<file path="src/rtl/fetch_prefetch_buffer_if.sv">
// Signal bundle between the fetch stage, instruction memory and the core front end.
// The master side is the fetch stage; the slave side is the environment around it.
interface fetch_prefetch_buffer_if #(
   parameter int DEPTH = 4
);
   localparam int CW = $clog2(DEPTH + 1);

   logic          redirect_valid;
   logic [31:0]   redirect_pc;
   logic          imem_req;
   logic [31:0]   imem_addr;
   logic          imem_gnt;
   logic          imem_rvalid;
   logic [31:0]   imem_rdata;
   logic          out_valid;
   logic          out_ready;
   logic [31:0]   out_pc;
   logic [31:0]   out_instruction;
   logic [CW-1:0] fill_level;

   modport master (
      input  redirect_valid, redirect_pc, imem_gnt, imem_rvalid, imem_rdata, out_ready,
      output imem_req, imem_addr, out_valid, out_pc, out_instruction, fill_level
   );

   modport slave (
      output redirect_valid, redirect_pc, imem_gnt, imem_rvalid, imem_rdata, out_ready,
      input  imem_req, imem_addr, out_valid, out_pc, out_instruction, fill_level
   );
endinterface

</file>
<file path="src/rtl/fetch_prefetch_buffer.sv">
// Instruction fetch stage: one outstanding word read at a time, results queued as
// {pc, instruction} pairs in a DEPTH-entry FIFO; a redirect flushes and restarts fetch.
module fetch_prefetch_buffer #(
   parameter int          DEPTH    = 4,
   parameter logic [31:0] RESET_PC = 32'h0000_0000
) (
   input logic                     clk,
   input logic                     reset,
   fetch_prefetch_buffer_if.master bus
);
   localparam int PW = $clog2(DEPTH);
   localparam int CW = $clog2(DEPTH + 1);

   typedef enum logic [1:0] {IDLE, REQ, WAIT} state_t;

   state_t        state;
   logic          req_q;
   logic          discard;
   logic [31:0]   fetch_pc;
   logic [31:0]   req_addr;
   logic [31:0]   inflight_pc;
   logic [PW-1:0] rd_ptr;
   logic [PW-1:0] wr_ptr;
   logic [CW-1:0] count;
   logic [31:0]   pc_mem  [DEPTH];
   logic [31:0]   ins_mem [DEPTH];

   logic [31:0]   redir_pc;
   logic [CW-1:0] count_next;
   logic          rsp;
   logic          gnt_acc;
   logic          push;
   logic          pop;
   logic          go_req;

   // A redirect wins over everything: it blocks both the push of a same-cycle
   // response and the pop of the current head.
   always_comb begin
      redir_pc   = bus.redirect_pc & ~32'h3;
      rsp        = (state == WAIT) && bus.imem_rvalid;
      gnt_acc    = (state == REQ) && bus.imem_gnt;
      push       = rsp && !discard && !bus.redirect_valid;
      pop        = (count != '0) && bus.out_ready && !bus.redirect_valid;
      count_next = count + CW'(push) - CW'(pop);
      go_req     = ((state == IDLE) && (bus.redirect_valid || (count < CW'(DEPTH)))) ||
                   (rsp && (bus.redirect_valid || (count_next < CW'(DEPTH))));
   end

   always_ff @(posedge clk) begin
      if (!reset) begin
         state    <= IDLE;
         req_q    <= 1'b0;
         discard  <= 1'b0;
         fetch_pc <= RESET_PC;
         rd_ptr   <= '0;
         wr_ptr   <= '0;
         count    <= '0;
      end else begin
         if (bus.redirect_valid) begin
            rd_ptr <= '0;
            wr_ptr <= '0;
            count  <= '0;
         end else begin
            if (push) wr_ptr <= wr_ptr + PW'(1);
            if (pop)  rd_ptr <= rd_ptr + PW'(1);
            count <= count_next;
         end

         // A stale request (discard set while in REQ) must not advance the new fetch_pc.
         if (bus.redirect_valid)      fetch_pc <= redir_pc;
         else if (gnt_acc && !discard) fetch_pc <= fetch_pc + 32'd4;

         if (rsp)                                         discard <= 1'b0;
         else if (bus.redirect_valid && (state != IDLE)) discard <= 1'b1;

         case (state)
            IDLE: if (go_req) begin
               state <= REQ;
               req_q <= 1'b1;
            end
            REQ: if (bus.imem_gnt) begin
               state <= WAIT;
               req_q <= 1'b0;
            end
            WAIT: if (bus.imem_rvalid) begin
               state <= go_req ? REQ : IDLE;
               req_q <= go_req;
            end
            default: begin
               state <= IDLE;
               req_q <= 1'b0;
            end
         endcase
      end
   end

   // Datapath registers carry no reset; they are only observed under valid control.
   always_ff @(posedge clk) begin
      if (go_req)  req_addr    <= bus.redirect_valid ? redir_pc : fetch_pc;
      if (gnt_acc) inflight_pc <= req_addr;
      if (push) begin
         pc_mem[wr_ptr]  <= inflight_pc;
         ins_mem[wr_ptr] <= bus.imem_rdata;
      end
   end

   assign bus.imem_req        = req_q;
   assign bus.imem_addr       = req_addr;
   assign bus.out_valid       = (count != '0);
   assign bus.out_pc          = pc_mem[rd_ptr];
   assign bus.out_instruction = ins_mem[rd_ptr];
   assign bus.fill_level      = count;
endmodule

</file>
<file path="src/flat_wrapper.sv">
// flat-port wrapper written by rule: the top's interface ports become plain ports
module fetch_prefetch_buffer_flat 
#(
   parameter int          DEPTH    = 4,
   parameter logic [31:0] RESET_PC = 32'h0000_0000
)
  (clk, reset, bus_redirect_valid, bus_redirect_pc, bus_imem_gnt, bus_imem_rvalid, bus_imem_rdata, bus_out_ready, bus_imem_req, bus_imem_addr, bus_out_valid, bus_out_pc, bus_out_instruction, bus_fill_level);
  fetch_prefetch_buffer_if #(.DEPTH(DEPTH)) bus_i ();
  input logic clk;
  input logic reset;
  input wire logic [$bits(bus_i.redirect_valid)-1:0] bus_redirect_valid;
  input wire logic [$bits(bus_i.redirect_pc)-1:0] bus_redirect_pc;
  input wire logic [$bits(bus_i.imem_gnt)-1:0] bus_imem_gnt;
  input wire logic [$bits(bus_i.imem_rvalid)-1:0] bus_imem_rvalid;
  input wire logic [$bits(bus_i.imem_rdata)-1:0] bus_imem_rdata;
  input wire logic [$bits(bus_i.out_ready)-1:0] bus_out_ready;
  output wire logic [$bits(bus_i.imem_req)-1:0] bus_imem_req;
  output wire logic [$bits(bus_i.imem_addr)-1:0] bus_imem_addr;
  output wire logic [$bits(bus_i.out_valid)-1:0] bus_out_valid;
  output wire logic [$bits(bus_i.out_pc)-1:0] bus_out_pc;
  output wire logic [$bits(bus_i.out_instruction)-1:0] bus_out_instruction;
  output wire logic [$bits(bus_i.fill_level)-1:0] bus_fill_level;
  assign bus_i.redirect_valid = bus_redirect_valid;
  assign bus_i.redirect_pc = bus_redirect_pc;
  assign bus_i.imem_gnt = bus_imem_gnt;
  assign bus_i.imem_rvalid = bus_imem_rvalid;
  assign bus_i.imem_rdata = bus_imem_rdata;
  assign bus_i.out_ready = bus_out_ready;
  assign bus_imem_req = bus_i.imem_req;
  assign bus_imem_addr = bus_i.imem_addr;
  assign bus_out_valid = bus_i.out_valid;
  assign bus_out_pc = bus_i.out_pc;
  assign bus_out_instruction = bus_i.out_instruction;
  assign bus_fill_level = bus_i.fill_level;
  fetch_prefetch_buffer #(.DEPTH(DEPTH), .RESET_PC(RESET_PC)) u_core (.clk(clk), .reset(reset), .bus(bus_i));
endmodule
</file>
<file path="config.mk">
export PLATFORM = sky130hd
export DESIGN_NAME = fetch_prefetch_buffer_flat
export DESIGN_NICKNAME = d
export VERILOG_FILES = /design/src/rtl/fetch_prefetch_buffer_if.sv /design/src/rtl/fetch_prefetch_buffer.sv /design/src/flat_wrapper.sv
export SDC_FILE = /design/constraint.sdc
export NUM_CORES = 1
export LEC_CHECK = 0
export ABC_AREA = 1
export CAP_MARGIN = 25
export CORE_AREA = 3 3 229 231
export DETAILED_ROUTE_END_ITERATION = 10
export DIE_AREA = 0 0 232 234
export SLEW_MARGIN = 10
export SYNTH_ARGS = -nofsm -noshare
export SYNTH_HDL_FRONTEND = slang
export SYNTH_SLANG_ARGS = --single-unit
</file>
<file path="constraint.sdc">
create_clock -name clk -period 5.45 [get_ports clk]
set_input_delay 0.545 -clock clk [delete_from_list [all_inputs] [get_ports clk]]
set_output_delay 0.545 -clock clk [all_outputs]
set_load 0.01 [all_outputs]
</file>
Word level (Yosys, flattened, before mapping). Memories as Yosys holds them, arrays and structs flattened. A register that Yosys moved wholly into a read port is not among the register bits. Index checks and enable logic that the tools add are counted.

Flip-flop bits (word level): 107. Latch bits: 0. RAM bits: 256. ROM bits: 0. Output and inout port bits: 101. Word-level logic and storage cells: 66. Memories: 2.

Memory list: u_core.ins_mem (words 4, width 32, read ports 1, clocked after Yosys merged registers in 1, write ports 1, RTL line fetch_prefetch_buffer.sv:26) `logic [31:0] ins_mem [DEPTH];`; u_core.pc_mem (words 4, width 32, read ports 1, clocked after Yosys merged registers in 1, write ports 1, RTL line fetch_prefetch_buffer.sv:25) `logic [31:0] pc_mem [DEPTH];`.

$add $sub $neg: 5. $mul: 0. Div/mod/pow operators: 0. Order comparisons: 2. Eq/ne operators: 5. Shift operators: 0. Mux-type cells: 18. Bitwise operators: 1. Reductions and logical operators: 22.

Operators by type and width (number): 32-bit 2-to-1 mux (3); 32-bit by 3-bit adder with 32-bit output (second input constant) (1); 2-bit 2-to-1 mux (7); 1-bit logical AND (10); 3-bit < comparator (second input constant) (2); 1-bit 2-to-1 mux (6); 2-bit one-hot mux with 3 select lines (1); 2-bit by 1-bit adder with 2-bit output (second input constant) (2); 2-bit != test (second input constant) (2); 2-bit nonzero test (2); 2-bit OR reduction (2); 3-bit by 1-bit adder with 3-bit output (1); 1-bit logical OR (3); 1-bit one-hot mux with 3 select lines (1); 3-bit AND reduction (1); 3-bit nonzero test (1); 3-bit by 1-bit subtractor with 3-bit output (1); 2-bit by 1-bit equality test with 1-bit output (second input constant) (1); 2-bit equality test (second input constant) (1); 1-bit logical NOT (2); 2-bit logical NOT (1); 2-bit by 1-bit != test with 1-bit output (second input constant) (1); 1-bit NOT (1).

Longest topological paths before layout. Gate-level depths: netlist of the first run.

Word-level depth: 13. Mapped depth: 17.

Worst setup path before layout of the first run. No wires, ideal clock.

Path kind: input port to flip-flop. Start: input bus_redirect_valid. End: memory u_core.ins_mem[0][0], enable pin. Library setup time: 0.482 ns. Arrival: 3.643 ns. Required time: 4.968 ns. Slack: 1.325 ns. Stages on the path: 4. Buffers on the path: 1. Cells stage by stage: buf_2 nor2_1 nand2_1 nor2_1.

Longest elaborated chain between the ends: 4.

Ends and longest elaborated chain: start: declaration (RTL line flat_wrapper.sv:11) `input wire logic [$bits(bus_i.redirect_valid)-1:0] bus_redirect_valid;`; 1-bit logical NOT (RTL line fetch_prefetch_buffer.sv:42) `push = rsp && !discard && !bus.redirect_valid;`; 1-bit logical AND (RTL line fetch_prefetch_buffer.sv:42); 1-bit 2-to-1 mux (RTL line fetch_prefetch_buffer.sv:101) `if (push) begin`; 1-bit 2-to-1 mux (not written as such) (RTL line fetch_prefetch_buffer.sv:103) `ins_mem[wr_ptr] <= bus.imem_rdata;`; end: declaration (RTL line fetch_prefetch_buffer.sv:26).

No other way between the ends.

==> results of run 1 <==
## worst register-to-register path, cell delays in order, from the launching register on
cell	delay (ps)
dfxtp_1	450
nor3_1	130
nand2_1	400
inv_1	100
ha_1	230
fa_1	390
inv_1	70
nand3_1	70
nand3_1	110
nand2_1	80
inv_1	60
nor2_1	60
inv_1	60
buf_4	400
## flip-flops by register name, summed over array words and instances (netlist names), named ones only
signal	cells
u_core.inflight_pc	30
u_core.discard	1
u_core.state	2
u_core.ins_mem	128
u_core.wr_ptr	2
u_core.fetch_pc	30
u_core.bus.fill_level	3
u_core.bus.imem_req	1
u_core.rd_ptr	2
u_core.pc_mem	120
u_core.bus.imem_addr	30
## power by group
part / internal (mW) / switching (mW) / total [mW]
registers: 3.02 / 0.0808 / 3.10
logic: 0.151 / 0.178 / 0.329
clock network: 1.55 / 1.08 / 2.62
total: 4.72 / 1.33 / 6.06
## how the worst max path moves through the flow
stage | start | end
finish | flop | bus_out_pc[16]
detailed placement | bus_imem_rvalid | u_core.bus.imem_addr[10]
CTS | flop | bus_out_pc[15]
global route | flop | bus_out_pc[11]
floorplan | bus_redirect_valid | u_core.ins_mem[0][0]
global placement | bus_imem_rvalid | u_core.bus.imem_addr[4]
## per-layer routing
metal / GRT usage (%) / vias up / part of all wire, %
li1: - / 4597 / -
met1: 16.0 / 4547 / 43
met2: 21.4 / 287 / 48
met3: 2.89 / 56 / 6.7
met4: 4.20 / 0 / 2.4
met5: 0 / - / 0
## area by class of cell
class,count,area [µm²],area share [%]
Clock buffer,44,1020,5.70
Clock inverter,26,270,1.52
Inverter,100,378,2.12
Multi-Input combinational cell,688,3400,19.1
Sequential cell,351,10100,56.8
Tap cell,672,841,4.72
Timing Repair Buffer,182,1790,10.1
## synth_stat cells, drive strengths merged (2+ instances only)
cell    number  share of area, %
o22ai       63               2.8
buf         19              0.84
a21oi       24              0.85
inv         98               2.6
o21ai      180               6.4
nand4       13              0.58
o211ai       4              0.25
edfxtp     308                65
clkinv       2             0.062
nor3        12              0.46
dfxtp       43               6.1
a31oi        2             0.088
nand3       62               2.4
nand2      113               3.0
o21bai       3              0.16
xor2         2              0.12
nor2       191               5.5
clkbuf      46               1.2
ha           7              0.62
## kinds of logic after synthesis
group / Yosys count / share of synthesized area (%)
other cells: 1 / 0.0265
buf+inv: 165 / 4.73
xor+xnor: 2 / 0.124
fa+ha+maj: 8 / 0.761
simple gates: 393 / 12.1
flops: 351 / 71.5
compound gates: 281 / 10.8
## per-stage QoR
stage | setup WS (ps) | total power [mW] | std cells
finish | 1800 | 6.06 | 2063
global route | 1560 | 6.29 | 2063
CTS | 1680 | 6.15 | 2063
detailed placement | 1880 | 3.49 | 1993
global placement | 1930 | 3.49 | 1992
floorplan | 1320 | 3.27 | 1204
## cells in the final DEF, fill, tap and decap left out, types with 4 or more instances in the layout
cell type,n
ha_1,7
nand3_1,57
nor3_1,11
clkinv_1,9
inv_1,96
conb_1,4
clkinv_2,7
dfxtp_1,41
buf_4,17
clkdlybuf4s50_1,163
o21ai_0,179
nor2_1,178
nand2_1,112
nor2_4,9
clkbuf_1,4
bufinv_16,4
clkbuf_16,40
clkinvlp_4,4
nand4_1,13
a21oi_1,24
nand3_2,4
edfxtp_1,308
o22ai_1,63
==> results.json, run 1 <==
{
  "hold_class": "input pin to flop",
  "hold_buffers": 0,
  "wl_per_cell_um": 17.0,
  "wl_um": 35200,
  "synth-main-ff-cell": "edfxtp_1",
  "syn_to_final_growth_pct": 26.0,
  "worst_setup_path_end_kind": "output pin",
  "dp_hpwl_um": 22500,
  "hold_path_end": "u_core.discard",
  "ir_drop_v": 0.000173,
  "yosys_warnings": 0,
  "avgSynthCellArea_um2": 11.8,
  "firstDrtPassIters": 5,
  "setup_viol": 0,
  "critPathTopFamily": "buffers and inverters",
  "p_per_area_nw_per_um2": 340,
  "cts-resized-gates": 0,
  "diodes": 0,
  "cts_buffers": 40,
  "crit_fanout": 99,
  "clock_path_buffers": 3,
  "leakage_nw": 6.18,
  "num_rows": 82,
  "skew_ps": 16.2,
  "reg2reg_setup_slack_ps": 2450,
  "coreArea_um2": 50300,
  "clk_pin_slew_ps": 60,
  "timing.final.crit_share_pct": 67.0,
  "grt_pass1_vias": 9120,
  "post_cts_buffers": 0,
  "maxSlewHeadroom_pct": 33.2,
  "cp_slowest_cell": "buf_4",
  "arrival_ps": 3110,
  "io_pins": 171,
  "async_flop_share_pct": 0,
  "utilization_pct": 35.4,
  "start_kind": "flop",
  "crit_buf_inv": 2,
  "reg2reg_from": "u_core.state[0]",
  "nets": 1441,
  "htreeDepth": 2,
  "synth-seq-area-share_pct": 71.5,
  "die_h_um": 234,
  "syn-instance-count": 1201,
  "first_iter_violations": 546,
  "rsz0062_at_grt": "false",
  "drive_gt1_share_pct": 7.48,
  "cts_tree": "yes",
  "cts-root-buf": "clkbuf_16",
  "hold_slack_ps": 417,
  "antenna_found_initial": 0,
  "r2r_end": "u_core.bus.imem_addr[5]",
  "via_per_inst": 4.60,
  "synth_edf_count": 308,
  "max_freq_mhz": 274,
  "fin_tns_setup_ps": 0,
  "maxCapViolations": 0,
  "min_period_ps": 3650,
  "portBuffers": 164,
  "crit_required_ps": 4910,
  "vias": 9487,
  "place_area_um2": 16500,
  "hold_violations": 0,
  "min-delay-start": "bus_redirect_valid",
  "fill_cells": 4933,
  "clock_latency_ps": 550,
  "grt_pass1_wl_um": 52800,
  "drc": 0,
  "place.gp.congestion": 0.824,
  "drtAntennaViolNets": 0,
  "grt_start_max_net_pins": 100,
  "design_area_um2": 17800,
  "critPathKind": "flop to output pin",
  "initial_core_util_pct": 28.1,
  "crit_chain": "buf_4 > o21ai_0 > o22ai_1 > clkdlybuf4s50_1",
  "synthDistinctLibCells": 42,
  "track_usage_pct": 12.6,
  "die-width_um": 232,
  "hold_path_depth": 3,
  "slowest_delay_ps": 820,
  "status": "finished, final reports clean",
  "netlist_area_um2": 14100,
  "ys_ff_latch": 351,
  "r2r_cells": 13,
  "cts.sinks": 351,
  "die_area_um2": 54300,
  "slew_viol_final": 0,
  "gr-total-overflow": 0,
  "worstMarginPinSlew_ps": 1000,
  "crit_cells": 4
}
(Power assumes the default switching activity.)
==> run 2, diff against run 1 <==
clock period = 3.1 ns   (was 5.45 ns; I/O delays follow)
==> run 2 against run 1 <==
Register-to-register slack worse by 2000 ps. Worst setup slack lost 1500 ps. Via count increased by 0.39%. Core utilization about the same. Global-route usage rose by 0.29 points. Final area hardly changed. Wire length increased by 0.50%. Critical endpoint is now bus_out_instruction[12].
==> results.json, run 2 (synthesis results as in run 1) <==
{
  "grt.busiest_layer": "met2",
  "crit_fanout": 62,
  "cts.sinks": 351,
  "die_h_um": 234,
  "nets": 1445,
  "firstDrtPassIters": 5,
  "cts-root-buf": "clkbuf_16",
  "clock_path_buffers": 3,
  "crit_chain": "clkinv_2 > buf_12 > o21ai_0 > o22ai_1 > clkdlybuf4s50_1",
  "gr-total-overflow": 0,
  "final_common_cell": "edfxtp_1",
  "grt_use_met2_pct": 21.9,
  "die_area_um2": 54300,
  "crit_required_ps": 2790,
  "track_usage_pct": 12.9,
  "skew_ps": 15.4,
  "utilization_pct": 35.5,
  "hold_slack_ps": 183,
  "rsz0062_at_grt": "false",
  "via_per_inst": 4.61,
  "maxSlewHeadroom_pct": 43.5,
  "drtAntennaViolNets": 0,
  "slew_viol_final": 0,
  "grt_pass1_vias": 9247,
  "fill_cells": 4959,
  "grt_start_max_net_pins": 125,
  "status": "finished, final reports clean",
  "wl_um": 35300,
  "clock_latency_ps": 540,
  "largest_register_ffs": 128,
  "cts_tree": "yes",
  "worstMarginPinSlew_ps": 848,
  "combPwrFrac_pct": 5.7,
  "min_period_ps": 2810,
  "p_clk_share_pct": 41.7,
  "drive_gt1_share_pct": 7.45,
  "slowest_delay_ps": 520,
  "final_cell_mix": "edfxtp_1 (308), o21ai_0 (179), nor2_1 (178)",
  "hold_buffers": 0,
  "portBuffers": 164,
  "grt_pass1_wl_um": 54000,
  "arrival_ps": 2500,
  "max_freq_mhz": 356,
  "grt_util_met3_pct": 3.49,
  "vias": 9524,
  "timing.final.crit_share_pct": 90.6,
  "p_switching_mw": 2.26,
  "critPathKind": "flop to output pin",
  "io_pins": 171,
  "start_kind": "flop",
  "syn_to_final_growth_pct": 26.0,
  "ir_drop_v": 0.000280,
  "initial_core_util_pct": 28.1,
  "fin_tns_setup_ps": 0,
  "cts-resized-gates": 0,
  "hold_path_depth": 3,
  "swShare_pct": 21.8,
  "leakage_nw": 6.18,
  "first_iter_violations": 593,
  "p_per_area_nw_per_um2": 581,
  "grt_use_met1_pct": 16.6,
  "maxCapViolations": 0,
  "r2r_cells": 16,
  "seqPwrFrac_pct": 52.6,
  "num_rows": 82,
  "place.gp.congestion": 0.830,
  "post_cts_buffers": 0,
  "drc": 0,
  "coreArea_um2": 50300,
  "htreeDepth": 2,
  "cts_buffers": 40,
  "worst_setup_path_end_kind": "output pin",
  "dp_hpwl_um": 22200,
  "hold_class": "input pin to flop",
  "die-width_um": 232,
  "regMostFlops": "u_core.ins_mem",
  "cp_slowest_cell": "clkdlybuf4s50_1",
  "power_mw": 10.4,
  "clk_pin_slew_ps": 60,
  "antenna_found_initial": 0,
  "setup_viol": 0,
  "wl_per_cell_um": 17.1,
  "p_int_mw": 8.10,
  "hold_violations": 0,
  "diodes": 0,
  "reg_top3": "u_core.ins_mem x128, u_core.pc_mem x120"
}
-- run 2: cell count changes in the layout (fill, tap and decap cells not counted), moves of 2 or more --
cell / change
buf_4: -2
clkbuf_1: +5
clkinv_2: +2
bufinv_16: -3
inv_6: +2
buf_12: +7
clkinvlp_4: -3
-- run 2: cell type report --
class / instances / area (µm²) / area share [%]
sequential: 351 / 10100 / 56.7
clock inverter: 21 / 138 / 0.772
timing repair buffer: 186 / 1890 / 10.6
tap: 672 / 841 / 4.72
multi-input combinational: 688 / 3400 / 19.1
inverter: 100 / 378 / 2.12
clock buffer: 50 / 1060 / 5.95
-- run 2: worst paths after layout --
path                                    to                startpoint  slack [ps]
setup reg to reg  u_core.bus.imem_addr[10]  u_core.bus.fill_level[1]         410
hold / removal              u_core.discard        bus_redirect_valid         180
hold reg to reg     u_core.inflight_pc[30]  u_core.bus.imem_addr[30]         450
setup / recovery   bus_out_instruction[12]                      flop         290
-- run 2: metrics by stage --
step	area [µm²]	setup WS (ps)	cells
6_report	17800	292	2068
5_1_grt	17800	62.9	2068
4_1_cts	17800	186	2068
3_5_place_dp	16600	251	1997
3_3_place_gp	16600	252	1997
2_1_floorplan	14200	-915	1204
-- run 2: power by group through the flow --
stage | combinational, mW | sequential (mW) | clock (mW)
2_1_floorplan | 0.241 | 5.52 | 0
3_3_place_gp | 0.587 | 5.54 | 0
3_5_place_dp | 0.597 | 5.55 | 0
4_1_cts | 0.600 | 5.45 | 4.47
5_1_grt | 0.653 | 5.47 | 4.67
6_report | 0.590 | 5.45 | 4.32
-- run 2: worst max-delay path: cells and delay by family, from the launching register on --
kind	cells	cell delay [ps]
buf+inv	3	1290
flops	1	360
compound gates	2	280
-- run 2: metal layers --
metal  vias up  part of all wire [%]
met2       290                    48
met5         -                     0
met1      4587                    44
met4         0                   1.7
li1       4593                     -
met3        54                   6.7
